## src/rtl/pipe_alu_if.sv

```systemverilog
// pipe_alu_if -- request/response bundle between a requester and pipe_alu.
//   Request side : in_valid, in_ready, op[3:0], a[WIDTH-1:0], b[WIDTH-1:0]
//   Response side: out_valid, out_ready, result[WIDTH-1:0], zero, carry, overflow
//   master modport: the requester/consumer driving operands and taking results.
//   slave modport : the ALU itself.
interface pipe_alu_if #(
  parameter int WIDTH = 32
);
  logic             in_valid;
  logic             in_ready;
  logic [3:0]       op;
  logic [WIDTH-1:0] a;
  logic [WIDTH-1:0] b;
  logic             out_valid;
  logic             out_ready;
  logic [WIDTH-1:0] result;
  logic             zero;
  logic             carry;
  logic             overflow;

  modport master (
    output in_valid, op, a, b, out_ready,
    input  in_ready, out_valid, result, zero, carry, overflow
  );

  modport slave (
    input  in_valid, op, a, b, out_ready,
    output in_ready, out_valid, result, zero, carry, overflow
  );
endinterface

```

## src/rtl/pipe_alu.sv

```systemverilog
// pipe_alu -- single-request ALU with an iterative one-bit-per-cycle shifter.
//   clk : sole clock, rising edge
//   rst : asynchronous active-high reset
//   bus : pipe_alu_if slave modport
//         op 0 ADD, 1 SUB, 2 NOT, 3 AND, 4 OR, 5 XOR, 6 SLT, 7 EQ, 8 SLTU,
//         9 SLL, 10 SRL, 11 SRA (amount b[SHW-1:0]); 12-15 give 0 with flags 0.
//   Non-shift ops answer one cycle after accept; shifts take 1+k cycles.
//   Results hold in DONE until out_ready.
module pipe_alu #(
  parameter int WIDTH = 32
) (
  input logic       clk,
  input logic       rst,
  pipe_alu_if.slave bus
);
  localparam int SHW = $clog2(WIDTH);

  localparam logic [3:0] OP_ADD  = 4'd0;
  localparam logic [3:0] OP_SUB  = 4'd1;
  localparam logic [3:0] OP_NOT  = 4'd2;
  localparam logic [3:0] OP_AND  = 4'd3;
  localparam logic [3:0] OP_OR   = 4'd4;
  localparam logic [3:0] OP_XOR  = 4'd5;
  localparam logic [3:0] OP_SLT  = 4'd6;
  localparam logic [3:0] OP_EQ   = 4'd7;
  localparam logic [3:0] OP_SLTU = 4'd8;
  localparam logic [3:0] OP_SLL  = 4'd9;
  localparam logic [3:0] OP_SRL  = 4'd10;
  localparam logic [3:0] OP_SRA  = 4'd11;

  localparam logic [SHW-1:0] CNT_ONE = SHW'(1);

  typedef enum logic [1:0] {IDLE, SHIFT, DONE} state_t;

  state_t           state_q, state_d;
  logic [3:0]       op_q, op_d;
  logic [SHW-1:0]   cnt_q, cnt_d;
  logic [WIDTH-1:0] result_q, result_d;
  logic             zero_q, zero_d;
  logic             carry_q, carry_d;
  logic             overflow_q, overflow_d;

  logic             is_sub;
  logic [WIDTH-1:0] b_eff;
  logic [WIDTH:0]   sum;
  logic [WIDTH-1:0] shifted;

  // One shared adder: SUB is a + ~b + 1, so bit WIDTH is "no borrow".
  always_comb begin
    is_sub = (bus.op == OP_SUB);
    b_eff  = is_sub ? ~bus.b : bus.b;
    sum    = {1'b0, bus.a} + {1'b0, b_eff} + {{WIDTH{1'b0}}, is_sub};
  end

  // The result register doubles as the shift register while in SHIFT.
  always_comb begin
    case (op_q)
      OP_SLL:  shifted = {result_q[WIDTH-2:0], 1'b0};
      OP_SRL:  shifted = {1'b0, result_q[WIDTH-1:1]};
      OP_SRA:  shifted = {result_q[WIDTH-1], result_q[WIDTH-1:1]};
      default: shifted = result_q;
    endcase
  end

  always_comb begin
    state_d    = state_q;
    op_d       = op_q;
    cnt_d      = cnt_q;
    result_d   = result_q;
    zero_d     = zero_q;
    carry_d    = carry_q;
    overflow_d = overflow_q;

    case (state_q)
      IDLE: begin
        if (bus.in_valid) begin
          op_d       = bus.op;
          cnt_d      = '0;
          carry_d    = 1'b0;
          overflow_d = 1'b0;
          state_d    = DONE;
          case (bus.op)
            OP_ADD, OP_SUB: begin
              result_d   = sum[WIDTH-1:0];
              carry_d    = sum[WIDTH];
              overflow_d = (bus.a[WIDTH-1] == b_eff[WIDTH-1]) &&
                           (sum[WIDTH-1] != bus.a[WIDTH-1]);
            end
            OP_NOT:  result_d = ~bus.a;
            OP_AND:  result_d = bus.a & bus.b;
            OP_OR:   result_d = bus.a | bus.b;
            OP_XOR:  result_d = bus.a ^ bus.b;
            OP_SLT:  result_d = {{(WIDTH-1){1'b0}}, ($signed(bus.a) < $signed(bus.b))};
            OP_EQ:   result_d = {{(WIDTH-1){1'b0}}, (bus.a == bus.b)};
            OP_SLTU: result_d = {{(WIDTH-1){1'b0}}, (bus.a < bus.b)};
            OP_SLL, OP_SRL, OP_SRA: begin
              result_d = bus.a;
              cnt_d    = bus.b[SHW-1:0];
              if (bus.b[SHW-1:0] != '0) state_d = SHIFT;
            end
            default: result_d = '0;
          endcase
          // Reserved codes report all-zero flags, including zero.
          zero_d = (bus.op <= OP_SRA) && (result_d == '0);
        end
      end
      SHIFT: begin
        result_d = shifted;
        zero_d   = (shifted == '0);
        cnt_d    = cnt_q - CNT_ONE;
        if (cnt_q == CNT_ONE) state_d = DONE;
      end
      DONE: begin
        if (bus.out_ready) state_d = IDLE;
      end
      default: state_d = IDLE;
    endcase
  end

  always_ff @(posedge clk or posedge rst) begin
    if (rst) begin
      state_q    <= IDLE;
      op_q       <= '0;
      cnt_q      <= '0;
      result_q   <= '0;
      zero_q     <= 1'b0;
      carry_q    <= 1'b0;
      overflow_q <= 1'b0;
    end else begin
      state_q    <= state_d;
      op_q       <= op_d;
      cnt_q      <= cnt_d;
      result_q   <= result_d;
      zero_q     <= zero_d;
      carry_q    <= carry_d;
      overflow_q <= overflow_d;
    end
  end

  assign bus.in_ready  = (state_q == IDLE);
  assign bus.out_valid = (state_q == DONE);
  assign bus.result    = result_q;
  assign bus.zero      = zero_q;
  assign bus.carry     = carry_q;
  assign bus.overflow  = overflow_q;
endmodule

```

## src/flat_wrapper.sv

```systemverilog
// flat-port wrapper written by rule: the top's interface ports become plain ports
module pipe_alu_flat 
#(
  parameter int WIDTH = 32
)
  (clk, rst, bus_in_valid, bus_op, bus_a, bus_b, bus_out_ready, bus_in_ready, bus_out_valid, bus_result, bus_zero, bus_carry, bus_overflow);
  pipe_alu_if #(.WIDTH(WIDTH)) bus_i ();
  input logic clk;
  input logic rst;
  input wire logic [$bits(bus_i.in_valid)-1:0] bus_in_valid;
  input wire logic [$bits(bus_i.op)-1:0] bus_op;
  input wire logic [$bits(bus_i.a)-1:0] bus_a;
  input wire logic [$bits(bus_i.b)-1:0] bus_b;
  input wire logic [$bits(bus_i.out_ready)-1:0] bus_out_ready;
  output wire logic [$bits(bus_i.in_ready)-1:0] bus_in_ready;
  output wire logic [$bits(bus_i.out_valid)-1:0] bus_out_valid;
  output wire logic [$bits(bus_i.result)-1:0] bus_result;
  output wire logic [$bits(bus_i.zero)-1:0] bus_zero;
  output wire logic [$bits(bus_i.carry)-1:0] bus_carry;
  output wire logic [$bits(bus_i.overflow)-1:0] bus_overflow;
  assign bus_i.in_valid = bus_in_valid;
  assign bus_i.op = bus_op;
  assign bus_i.a = bus_a;
  assign bus_i.b = bus_b;
  assign bus_i.out_ready = bus_out_ready;
  assign bus_in_ready = bus_i.in_ready;
  assign bus_out_valid = bus_i.out_valid;
  assign bus_result = bus_i.result;
  assign bus_zero = bus_i.zero;
  assign bus_carry = bus_i.carry;
  assign bus_overflow = bus_i.overflow;
  pipe_alu #(.WIDTH(WIDTH)) u_core (.clk(clk), .rst(rst), .bus(bus_i));
endmodule
```

## config.mk

```make
export PLATFORM = sky130hd
export DESIGN_NAME = pipe_alu_flat
export DESIGN_NICKNAME = d
export VERILOG_FILES = /design/src/rtl/pipe_alu_if.sv /design/src/rtl/pipe_alu.sv /design/src/flat_wrapper.sv
export SDC_FILE = /design/constraint.sdc
export NUM_CORES = 1
export LEC_CHECK = 0
export BUFFER_PORTS_ARGS = -buffer_cell sky130_fd_sc_hd__buf_2
export CAP_MARGIN = 20
export CORE_MARGIN = 2
export CORE_UTILIZATION = 30
export DETAILED_ROUTE_END_ITERATION = 8
export GPL_TIMING_DRIVEN = 0
export SYNTH_ARGS = -nofsm -noshare
export SYNTH_HDL_FRONTEND = slang
export SYNTH_SLANG_ARGS = --single-unit
```

## constraint.sdc

```tcl
create_clock -name clk -period 2.7 [get_ports clk]
set_clock_uncertainty 0.15 [all_clocks]
set_input_delay 0.135 -clock clk [delete_from_list [all_inputs] [get_ports clk]]
set_output_delay 0.135 -clock clk [all_outputs]
set_load 0.02 [all_outputs]
```

# Word level (Yosys, flattened, before mapping)

Index checks and enable logic that the tools add are counted.

Add/subtract/negate cells: 3
$lt $le $gt $ge: 3
Eq/ne operators: 23
Mux-type cells: 20
Bitwise logic cells: 5
Reduce and logical (&&, ||, !) cells: 13

Operators by type and width:

| kind                                                                   | number |
|---|---|
| 32-bit case mux with 9 select lines                                    | 1 |
| 32-bit two-way mux                                                     | 4 |
| 32-bit case mux with 3 select lines                                    | 1 |
| 32-bit logical NOT                                                     | 2 |
| 32-bit < comparator                                                    | 2 |
| 32-bit inverter                                                        | 2 |
| 32-bit case mux with 2 select lines                                    | 1 |
| 32-bit by 32-bit adder with 33-bit output                              | 1 |
| 33-bit by 1-bit adder with 33-bit output                               | 1 |
| 32-bit bitwise AND                                                     | 1 |
| 32-bit equality test                                                   | 1 |
| 32-bit OR                                                              | 1 |
| 32-bit bitwise XOR                                                     | 1 |
| 4-bit equality test (second input constant)                            | 7 |
| 4-bit by 3-bit equality test with 1-bit output (second input constant) | 4 |
| 2-bit two-way mux                                                      | 5 |
| 5-bit two-way mux                                                      | 2 |
| 5-bit case mux with 2 select lines                                     | 1 |
| 4-bit by 2-bit equality test with 1-bit output (second input constant) | 2 |
| 2-bit case mux with 3 select lines                                     | 1 |
| 5-bit by 1-bit equality test with 1-bit output (second input constant) | 1 |
| 5-bit nonzero test                                                     | 1 |
| 5-bit by 1-bit subtractor with 5-bit output (second input constant)    | 1 |
| 4-bit by 1-bit equality test with 1-bit output (second input constant) | 1 |
| 17 further kinds                                                       | 22 |

Flip-flop bits (word level): 46
Input port bits: 72

# Logic depth before layout (Yosys ltp)

Gate-level depths: netlist of the first run.

Depth after elaboration: 11
Depth in mapped cells: 16

# Worst setup path before layout of the first run

No wires, ideal clock.

Path kind: in2reg
From: in bus_op[3]
To: reg u_core.zero_q (netlist: u_core.bus.zero)
Setup time: 0.066 ns
Arrival: 3.850 ns
Slack: -1.366 ns
Cell stages on the path: 16
Cells stage by stage: or4b_1 > buf_2 > buf_1 > xnor2_1 > ha_1 > clkbuf_1 > nand4_1 > nor3_1 > or3b_2 > o21a_1 > o211ai_1 > a21oi_1 > mux2i_1 > a211o_1 > nor4_1 > a41o_1

Cells in the longest elaborated chain, start to end: 11
Elaborated cells between the ends (all ways): 25
Those cells by class: 2 x add/sub; 1 x order compare; 11 x eq/ne; 6 x mux; 5 x reduce/logical

RTL lines:

| what                                           | RTL line                       | source |
|---|---|---|
| from (decl)                                    | flat_wrapper.sv:11             | `input wire logic [$bits(bus_i.op)-1:0] bus_op;` |
| 4-bit by 1-bit equality test with 1-bit output | pipe_alu.sv:50, pipe_alu.sv:82 |  |
| 32-bit two-way mux                             | pipe_alu.sv:51                 | `b_eff = is_sub ? ~bus.b : bus.b;` |
| 32-bit by 32-bit adder with 33-bit output      | pipe_alu.sv:52                 | `sum = {1'b0, bus.a} + {1'b0, b_eff} + {{WIDTH{1'b0}}, is_sub};` |
| 33-bit by 1-bit adder with 33-bit output       | pipe_alu.sv:52                 |  |
| 32-bit case mux with 9 select lines            | pipe_alu.sv:82                 | `case (bus.op)` |
| 32-bit two-way mux                             | pipe_alu.sv:76                 | `if (bus.in_valid) begin` |
| 32-bit two-way mux                             | pipe_alu.sv:74                 | `case (state_q)` |
| 32-bit logical NOT                             | pipe_alu.sv:104                | `zero_d = (bus.op <= OP_SRA) && (result_d == '0);` |
| 1-bit logical AND *                            | pipe_alu.sv:104                |  |
| 1-bit two-way mux *                            | pipe_alu.sv:76                 |  |
| 1-bit case mux with 2 select lines *           | pipe_alu.sv:74                 |  |
| to (signal assigned)                           | pipe_alu.sv:134                | `zero_q <= zero_d;` |
| to (decl)                                      | pipe_alu.sv:39                 | `logic zero_q, zero_d;` |

Mark *: on every way between the ends. The rest lies on a longest branch, timed or not. The select of a mux whose other input is x is not followed.
A chain may end at the register's enable or synchronous reset.

# Final worst setup path of the first run

Ends and elaborated chain as after synthesis.

==> flow_summary_export.csv, run 1 <==
group,metric,value,unit
synth,synth_ff_type,"dfrtp_1",
setup_path,cp_num_cells,17,
clocking,cts_tree,"built",
synth,synth-seq-area-share,13.7,%
timing,finalSetupViolCount,30,
detailed_routing,antenna_left,0,
synth,ys_ff_latch,46,
synth,synthesis.nets,1374,
detailed_routing,routed_wirelength,35300,um
pwr,p_per_area,582,nW/um2
detailed_routing,drc,0,
timing,tightest_slew,0.957,ns
synth,synth_cell_types,74,
place,dp_cells,1659,
clocking,cts-root-buf,"clkbuf_16",
clocking,cts.sinks,46,
min_path,hold_depth,3,
grt,grt_max_degree,27,
timing,rsz0062_at_grt,"yes",
clocking,clkTransAtPathRegs,0.07,ns
place,port-buffer-count,108,
setup_path,cp_top_family,"compound AO/OA/AOI/OAI gates",
setup_path,reg2reg_depth,11,
setup_path,critPathMostFrequentCell,"buf_8",
setup_path,critPathCaptureType,"flop",
setup_path,path_class,"in2reg",
clocking,insertion_delay,0.30,ns
setup_path,crit_chain,"buf_8, or4b_4, buf_12, clkbuf_16, xnor2_2, ha_4, buf_8, nand4_1, a221oi_2, o211ai_1, o21ai_2, nor2_4, o311ai_4, mux2i_2, o2111ai_2, nor4_2, a41o_1",
cells_and_area,fillCellCount,2831,
cells_and_area,diodes,0,
floorplan,dieArea,29400,um2
cells_and_area,drive_above_1_share,28.0,%
detailed_routing,drt_iter0_drc,995,
synth,syn_inst,1172,
clocking,h-tree-depth,2,
timing,fin_ws,-1.16,ns
synth,syn_avg_cell_area,7.19,um2
cells_and_area,fin_nets,1560,
outcome,status,"finished with violations",
grt,grt_pass1_wl,53100,um
floorplan,chipWidth,172,um
floorplan,start_util,30.4,%
outcome,violations,"setup timing",
grt,grt_pass1_vias,9182,
setup_path,cp_slowest_cell,"or4b_4",
floorplan,core_region_area,27700,um2
timing,period_share,143,%
timing,hold_violations,0,
clocking,cts-buffers-inserted,5,
detailed_routing,num_vias,10070,
timing,hold_slack,0.00866,ns
synth,synth_edf_count,0,
timing,fmax,0.259,GHz
pwr,p_leak,5.15,nW
detailed_routing,drt-wirelength-per-cell,20.3,um
place,gp_congestion,0.937,
clocking,cts_buffer_depth,2,
detailed_routing,via_per_inst,5.80,
timing,min_period,3.86,ns
setup_path,worstSetupStartpointType,"input port",
cells_and_area,instances_no_fill,1737,
grt,grt_overflow,0,
grt,track_usage,23.0,%
place,pre_cts_ws,-1.70,ns
setup_path,slowest_delay,0.54,ns
timing,slew_violations,0,
setup_path,cp.required,2.79,ns
synth,syn_area,8430,um2
cells_and_area,fin_util,41.5,%
place,dpl_cell_area,9780,um2
setup_path,cp.arrival,3.95,ns
floorplan,io_pins,109,
setup_path,critPathBufInv,4,
timing,slew_headroom,34.5,%
synth,postSynth.asyncResetShare,100,%
floorplan,fp.dieH,172,um
setup_path,cp_max_fo,7,
cells_and_area,stdcell_area,11500,um2
min_path,hold_path.class,"in2reg",
synth,yosysWarnings,0,
pwr,ir_worst_vdd,258,uV
grt,antenna_found_initial,0,
place,dp_hpwl,26400,um
run,max_cap_violations,0,
detailed_routing,detailedRoute.firstPassIterationCount,7,
floorplan,rows,61,
cells_and_area,area_growth,36.6,%
layout make-up:
| class | instances | area, um2 | share of cell area [%] |
|---|---|---|---|
| Sequential cell | 46 | 1150 | 10.0 |
| Multi-Input combinational cell | 945 | 7550 | 65.6 |
| Inverter | 101 | 379 | 3.29 |
| Tap cell | 378 | 473 | 4.11 |
| Timing Repair Buffer | 182 | 1310 | 11.3 |
| Buffer | 77 | 485 | 4.22 |
| Clock buffer | 8 | 166 | 1.45 |
worst min-delay path, cell delays in order:
cell	delay, ns
buf_2	0.08
nor3_1	0.03
o32a_1	0.16
what timing repair did:
| item | CTS | global route |
|---|---|---|
| gates cloned | 1 | 3 |
| hold buffers | 1 | 0 |
| buffers inserted | 41 | 31 |
| resized for setup | 125 | 102 |
| setup endpoints to repair | 40 | 37 |
| pin swaps | 52 | 65 |
| endpoints found under the hold margin | 20 | 0 |
sequential cells by signal (all words and copies together) (netlist names):
| signal | flops |
|---|---|
| u_core.bus.overflow | 1 |
| u_core.state_q | 2 |
| u_core.bus.zero | 1 |
| u_core.bus.carry | 1 |
| u_core.cnt_q | 5 |
| u_core.op_q | 4 |
| u_core.bus.result | 32 |
metrics by stage:
| stage | total power [W] | TNS (ns) |
|---|---|---|
| final | 0.00670 | -19.35 |
| after global routing | 0.00712 | -21.68 |
| after CTS | 0.00631 | -16.43 |
| after detailed placement | 0.00532 | -35.15 |
| after global placement | 0.00528 | -34.38 |
| after floorplan | 0.00398 | -9.86 |
layer usage:
| metal | global-route usage, % | vias to the layer above | share of wire [%] |
|---|---|---|---|
| li1 | - | 4658 | - |
| met1 | 32.1 | 4858 | 44 |
| met2 | 38.6 | 493 | 47 |
| met3 | 2.37 | 61 | 7.2 |
| met4 | 3.94 | 0 | 1.9 |
| met5 | 0 | - | 0 |
synth_stat cells, types with 14 or more instances:
cell / n / area [um2]
mux2i_1: 14 / 140
xnor2_1: 38 / 333
ha_1: 129 / 1610
dfrtp_1: 46 / 1150
nor2_1: 70 / 263
a21oi_1: 102 / 510
a211oi_1: 15 / 113
clkbuf_1: 65 / 244
o211ai_1: 16 / 120
nor4_1: 16 / 100
inv_1: 99 / 372
o21ai_0: 103 / 515
nand4_1: 19 / 119
o22ai_1: 14 / 87.6
a22oi_1: 48 / 360
nand2_1: 105 / 394
nor3_1: 27 / 135
nand2b_1: 18 / 113
nand3_1: 22 / 110
kinds of logic (layout without fill, tap and decap cells):
kind of cell,count (synthesis),in the layout,share of synthesized area (%)
compound gates,414,414,31.8
simple gates,334,334,19.6
buf+inv,181,368,8.12
fa+ha+maj,130,130,19.4
flops,46,46,13.7
xor+xnor,45,45,4.68
mux,22,22,2.73
layout by cell type, fill, tap and decap left out, types with 27 or more instances in the layout:
master / synthesis / final
a21oi_1: 102 / 69
a21oi_2: 0 / 27
a22oi_1: 48 / 45
buf_2: 4 / 107
buf_4: 0 / 53
clkbuf_1: 65 / 44
dfrtp_1: 46 / 46
ha_1: 129 / 118
inv_1: 99 / 96
nand2_1: 105 / 98
nor2_1: 70 / 62
o21ai_0: 103 / 63
final timing paths:
path,from,to,slack [ns]
hold reg to reg,u_core.op_q[2],u_core.op_q[2],0.38
setup reg to reg,u_core.state_q[1],u_core.bus.zero,-0.63
max in group asynchronous,rst,u_core.op_q[2],1.61
min in group asynchronous,rst,u_core.bus.result[16],0.26
setup / recovery,bus_op[3],u_core.bus.zero,-1.16
hold / removal,bus_out_ready,u_core.state_q[1],0.009
power by group:
| group | leakage, nW | internal (W) | switching [W] | total (W) |
|---|---|---|---|---|
| Combinational | 4.48 | 0.00171 | 0.00278 | 0.00449 |
| Clock | 0.0832 | 0.000420 | 0.000280 | 0.000700 |
| Sequential | 0.582 | 0.000994 | 0.000514 | 0.00151 |
| Total | 5.15 | 0.00313 | 0.00357 | 0.00670 |
Power figures use the tool's default switching activity.
==> run 2, diff against run 1 <==
--- a/config.mk
+++ b/config.mk
@@ -11,6 +11,7 @@
 export CORE_UTILIZATION = 30
 export DETAILED_ROUTE_END_ITERATION = 8
 export GPL_TIMING_DRIVEN = 0
+export PLACE_DENSITY_LB_ADDON = 0.25
 export SYNTH_ARGS = -nofsm -noshare
 export SYNTH_HDL_FRONTEND = slang
 export SYNTH_SLANG_ARGS = --single-unit
==> run 2 against run 1 <==
- the flow still finishes with violations (setup timing)
- sequential power about the same
- setup slack improved by 0.091 ns
- via count decreased by 2.1%
- utilization increased by 0.18 points
- clock power decreased by 7.7%
- routed wire length about the same
- first-iteration DRC count decreased by 16%
- critical endpoint unchanged
==> flow_summary_export.csv, run 2 (synthesis gave the netlist of run 1 again) <==
group,metric,value,unit
setup_path,worstSetupStartpointType,"input port",
detailed_routing,routed_wirelength,35300,um
timing,fmax,0.265,GHz
timing,min_period,3.77,ns
cells_and_area,largest_reg_flops,32,
outcome,violations,"setup timing",
floorplan,core_region_area,27700,um2
pwr,pwr-share-seq,22.7,%
setup_path,critPathMostFrequentCell,"buf_8",
detailed_routing,detailedRoute.firstPassIterationCount,7,
place,dpl_cell_area,9780,um2
detailed_routing,drc,0,
timing,hold_slack,0.0297,ns
pwr,p_comb_share,67.6,%
detailed_routing,drt_iter0_drc,837,
setup_path,cp_slowest_cell,"or4b_4",
pwr,ir_worst_vdd,275,uV
run,max_cap_violations,0,
pwr,p_leak,5.10,nW
clocking,clkTransAtPathRegs,0.07,ns
floorplan,chipWidth,172,um
cells_and_area,stdcell_area,11600,um2
timing,tightest_slew,0.888,ns
timing,period_share,140,%
setup_path,cp.arrival,3.86,ns
timing,hold_violations,0,
timing,finalSetupViolCount,30,
setup_path,critPathBufInv,4,
pwr,p_per_area,572,nW/um2
grt,antenna_found_initial,0,
clocking,cts_tree,"built",
clocking,h-tree-depth,2,
place,gp_congestion,0.931,
floorplan,start_util,30.4,%
grt,grt_overflow,0,
floorplan,dieArea,29400,um2
place,pre_cts_ws,-1.75,ns
cells_and_area,instances_no_fill,1735,
place,port-buffer-count,108,
grt,grt_max_degree,26,
setup_path,critPathCaptureType,"flop",
floorplan,io_pins,109,
setup_path,crit_chain,"buf_8, or4b_4, buf_12, buf_16, xnor2_1, ha_1, buf_8, nand4_1, a221oi_2, o211ai_1, o21ai_4, nor2_4, o311ai_2, mux2i_1, o2111ai_2, nor4_1, a41o_1",
clocking,cts.sinks,46,
setup_path,path_class,"in2reg",
cells_and_area,area_growth,37.1,%
setup_path,cp_top_family,"compound AO/OA/AOI/OAI gates",
pwr,clkPwrFrac,9.8,%
timing,rsz0062_at_grt,"yes",
clocking,insertion_delay,0.30,ns
clocking,cts_buffer_depth,2,
cells_and_area,fin_nets,1557,
pwr,netSwitchingFraction,53.6,%
floorplan,rows,61,
cells_and_area,final_cell_mix,"117 x ha_1, 107 x buf_2, 96 x nand2_1",
timing,fin_ws,-1.07,ns
grt,grt_pass1_wl,53200,um
detailed_routing,via_per_inst,5.68,
floorplan,fp.dieH,172,um
clocking,cts-root-buf,"clkbuf_16",
outcome,status,"finished with violations",
pwr,intPower,0.00307,W
setup_path,cp_max_fo,7,
timing,slew_headroom,40.4,%
grt,grt_pass1_vias,9218,
cells_and_area,drive_above_1_share,28.3,%
setup_path,slowest_delay,0.54,ns
place,dp_hpwl,26600,um
setup_path,cp.required,2.79,ns
min_path,hold_path.class,"in2reg",
cells_and_area,final_common_cell,"ha_1",
timing,slew_violations,0,
clocking,cts-buffers-inserted,5,
detailed_routing,num_vias,9863,
pwr,p_sw,0.00354,W
grt,track_usage,23.2,%
place,dp_cells,1660,
detailed_routing,drt-wirelength-per-cell,20.3,um
detailed_routing,antenna_left,0,
-- run 2: final timing paths --
| path | slack [ns] | cells after the start | to | start |
|---|---|---|---|---|
| min | 0.03 | 3 | u_core.state_q[1] | bus_out_ready |
| max reg2reg | -0.69 | 11 | u_core.bus.zero | u_core.op_q[2] |
| max in group asynchronous | 1.61 | 4 | u_core.op_q[2] | rst |
| min reg2reg | 0.39 | 1 | u_core.op_q[2] | u_core.op_q[2] |
| min in group asynchronous | 0.26 | 3 | u_core.bus.result[20] | rst |
| max | -1.07 | 17 | u_core.bus.zero | bus_op[3] |
-- run 2: final cells by class --
cell class | count | area [um2]
diodes | 1 | 2.50
clock buffers | 6 | 139
flip-flops and latches | 46 | 1150
clock inverters | 2 | 12.5
repair buffers | 177 | 1190
inverters | 101 | 379
fillers | 2889 | 16200
plain buffers | 79 | 495
multi-input cells | 945 | 7710
well taps | 378 | 473
-- run 2: metal layers --
layer  wire, um  GRT usage (%)  vias up
met5          0              0        -
met3       2590           2.67       68
met2      16400           38.5      408
li1           -              -     4646
met4        889           6.01        0
met1      15400           31.9     4741
-- run 2: repair_timing --
action | CTS | global route
cloned | 2 | 0
setup endpoints to repair | 40 | 38
setup buffers | 37 | 31
endpoints found under the hold margin | 21 | 0
gates resized for setup | 131 | 120
hold buffers | 1 | 0
pin swaps | 43 | 67
-- run 2: tightest hold or removal path, delay by kind of cell --
| family | cells | cell delay, ns |
|---|---|---|
| AO/OA/AOI/OAI | 1 | 0.16 |
| AND/OR/NAND/NOR | 1 | 0.04 |
| buffers and inverters | 1 | 0.09 |
-- run 2: power groups by stage --
| stage | Combinational (W) | Clock (W) | Sequential (W) |
|---|---|---|---|
| finish | 0.00447 | 0.000646 | 0.00150 |
| global route | 0.00485 | 0.000684 | 0.00153 |
| CTS | 0.00412 | 0.000655 | 0.00147 |
| detailed placement | 0.00383 | 0 | 0.00148 |
| global placement | 0.00378 | 0 | 0.00149 |
| floorplan | 0.00238 | 0 | 0.00160 |
-- run 2: stage by stage --
step	setup TNS [ns]	power [W]	util, %
finish	-18.39	0.00661	41.7
global route	-21.96	0.00707	41.7
CTS	-16.37	0.00624	38.9
detailed placement	-35.37	0.00531	35.3
global placement	-35.59	0.00527	35.2
floorplan	-9.86	0.00398	-
==> run 3, diff against run 2 <==
--- a/config.mk
+++ b/config.mk
@@ -8,10 +8,11 @@
 export BUFFER_PORTS_ARGS = -buffer_cell sky130_fd_sc_hd__buf_2
 export CAP_MARGIN = 20
 export CORE_MARGIN = 2
-export CORE_UTILIZATION = 30
+export CORE_UTILIZATION = 50
 export DETAILED_ROUTE_END_ITERATION = 8
-export GPL_TIMING_DRIVEN = 0
+export GPL_TIMING_DRIVEN = 1
 export PLACE_DENSITY_LB_ADDON = 0.25
+export SLEW_MARGIN = 25
 export SYNTH_ARGS = -nofsm -noshare
 export SYNTH_HDL_FRONTEND = slang
 export SYNTH_SLANG_ARGS = --single-unit
==> run 3 against run 2 <==
- the flow still finishes with violations (setup timing)
- global-route usage rose by 13 points
- sequential cell count stayed put
- maximum frequency fell by 1.3%
- clock power shrank 2%
- clock-buffer cell count fell by 1
- via count rose by 12%
- register-to-register slack improved by 0.69 ns
- cell count is 2.5% higher
- worst hold slack improved by 0.0086 ns
- setup slack lost 0.051 ns
- critical path type unchanged
- sequential power shrank 3%
==> flow_summary_export.csv, run 3 (synthesis gave the netlist of run 1 again) <==
group,metric,value,unit
grt,grt_max_degree,47,
floorplan,rows,47,
detailed_routing,detailedRoute.firstPassIterationCount,6,
clocking,cts-root-buf,"clkbuf_16",
setup_path,critPathCaptureType,"flop",
pwr,p_comb_share,70.3,%
pwr,p_leak,6.31,nW
setup_path,cp.required,2.78,ns
run,max_cap_violations,0,
setup_path,reg2reg_depth,11,
pwr,ir_worst_vdd,554,uV
setup_path,cp_max_fo,7,
setup_path,slowest_delay,0.65,ns
floorplan,core_region_area,16500,um2
min_path,hold_path.class,"in2reg",
timing,period_share,142,%
setup_path,worstSetupStartpointType,"input port",
clocking,cts_tree,"built",
min_path,min-delay-start,"bus_out_ready",
grt,grt_pass1_vias,10540,
detailed_routing,antenna_left,0,
clocking,cts.sinks,46,
setup_path,path_class,"in2reg",
cells_and_area,drive_above_1_share,42.1,%
timing,min_period,3.82,ns
min_path,min_to,"u_core.state_q[1]",
clocking,clkTransAtPathRegs,0.07,ns
setup_path,cp.arrival,3.91,ns
clocking,h-tree-depth,2,
outcome,status,"finished with violations",
floorplan,start_util,51.0,%
timing,hold_slack,0.0383,ns
cells_and_area,largest_reg_flops,32,
detailed_routing,drt_iter0_drc,1066,
pwr,p_sw,0.00355,W
place,port-buffer-count,108,
floorplan,fp.dieH,134,um
timing,finalSetupViolCount,30,
outcome,violations,"setup timing",
detailed_routing,drc,0,
timing,slew_violations,0,
setup_path,cp_num_cells,16,
timing,hold_violations,0,
timing,fin_ws,-1.12,ns
setup_path,critPathBufInv,3,
timing,fmax,0.262,GHz
pwr,total_power,0.00702,W
grt,grt_pass1_wl,53700,um
clocking,cts-buffers-inserted,5,
grt,track_usage,36.7,%
place,gp_congestion,1.03,
floorplan,io_pins,109,
pwr,intPower,0.00348,W
setup_path,cp_slowest_cell,"or4b_4",
floorplan,chipWidth,134,um
floorplan,dieArea,17900,um2
pwr,pwr-share-seq,20.7,%
timing,rsz0062_at_grt,"yes",
place,pre_cts_ws,-1.28,ns
pwr,p_per_area,533,nW/um2
timing,slew_headroom,44.7,%
timing,tightest_slew,0.829,ns
pwr,netSwitchingFraction,50.5,%
place,dp_cells,1735,
setup_path,rrSetupSlack,0,ns
setup_path,worstReg2RegStart,"u_core.op_q[0]",
clocking,insertion_delay,0.29,ns
detailed_routing,via_per_inst,6.20,
setup_path,cp_top_family,"simple AND/OR/NAND/NOR gates",
cells_and_area,diodes,0,
place,dp_hpwl,25300,um
cells_and_area,fin_nets,1759,
cells_and_area,instances_no_fill,1778,
cells_and_area,fillCellCount,1096,
detailed_routing,drt-wirelength-per-cell,19.4,um
clocking,cts_buffer_depth,2,
pwr,clkPwrFrac,9.0,%
grt,grt_overflow,0,
cells_and_area,area_growth,56.4,%
min_path,hold_depth,3,
detailed_routing,num_vias,11019,
cells_and_area,final_cell_mix,"316 x buf_4, 113 x ha_1, 101 x buf_2",
setup_path,crit_chain,"buf_6, or4b_4, buf_16, buf_12, xnor2_2, ha_1, nand4_1, nor3_4, or3b_4, o21a_1, o211ai_1, a21oi_1, mux2i_1, a211o_1, nor4_2, a41o_1",
detailed_routing,routed_wirelength,34500,um
setup_path,worst_r2r_endpoint,"u_core.bus.zero",
cells_and_area,final_common_cell,"buf_4",
grt,antenna_found_initial,0,
## run 3: layout make-up
class                      count  area [um2]  share of cell area (%)
multi-input combinational    945        7800                    59.2
timing repair buffer         458        3420                    25.9
sequential                    46        1150                    8.74
inverter                     101         388                    2.94
tap                          220         275                    2.09
clock buffer                   5         125                   0.950
clock inverter                 3        21.3                   0.161
## run 3: worst register-to-register path, stage by stage, from the launching register on
cell and delay (ns):
dfrtp_1 0.38, nor2b_1 0.16, buf_4 0.18, a22oi_1 0.15, nor2_1 0.06, a21oi_1 0.18, o211ai_1 0.15, nor4_1 0.41
nand4_1 0.17, nor4_1 0.33, a41o_1 0.24, a41o_1 0.09
## run 3: timing repair
item	in CTS	in global routing
gates resized for setup	155	91
hold endpoints to repair	46	0
pin swaps	57	61
endpoints found under the setup margin	32	34
setup buffers	33	19
hold buffers	1	0
cloned	1	0
## run 3: worst max-delay path by stage
stage,startpoint,endpoint,slack (ns)
after detailed placement,bus_op[3],u_core.bus.zero,-1.28
after CTS,bus_op[3],u_core.bus.zero,-0.91
final,bus_op[3],u_core.bus.zero,-1.12
after global placement,bus_op[3],u_core.bus.zero,-1.30
after global routing,bus_op[3],u_core.bus.zero,-1.25
after floorplan,bus_op[3],u_core.bus.zero,-0.88
## run 3: stage by stage
stage	setup TNS [ns]	cell area [um2]	utilization [%]
2_1_floorplan	-9.86	8740	-
3_3_place_gp	-26.11	11600	70.2
3_5_place_dp	-27.34	11600	70.2
4_1_cts	-15.13	12700	76.9
5_1_grt	-20.28	13200	79.7
6_report	-16.54	13200	79.7
## run 3: power by group through the flow
stage               Sequential [W]  Clock, W  Combinational [W]
floorplan                  0.00160         0            0.00238
global placement           0.00142         0            0.00421
global route               0.00149  0.000654            0.00529
finish                     0.00145  0.000633            0.00494
CTS                        0.00142  0.000628            0.00461
detailed placement         0.00143         0            0.00428
## run 3: per-layer routing
layer | global-route usage [%] | part of all wire (%) | wire [um] | vias up
met5 | 0 | 0 | 0 | -
met4 | 17.3 | 5.5 | 1900 | 0
met3 | 5.25 | 8.4 | 2900 | 166
met2 | 62.4 | 47 | 16200 | 642
met1 | 45.7 | 39 | 13500 | 5139
li1 | - | - | - | 5072
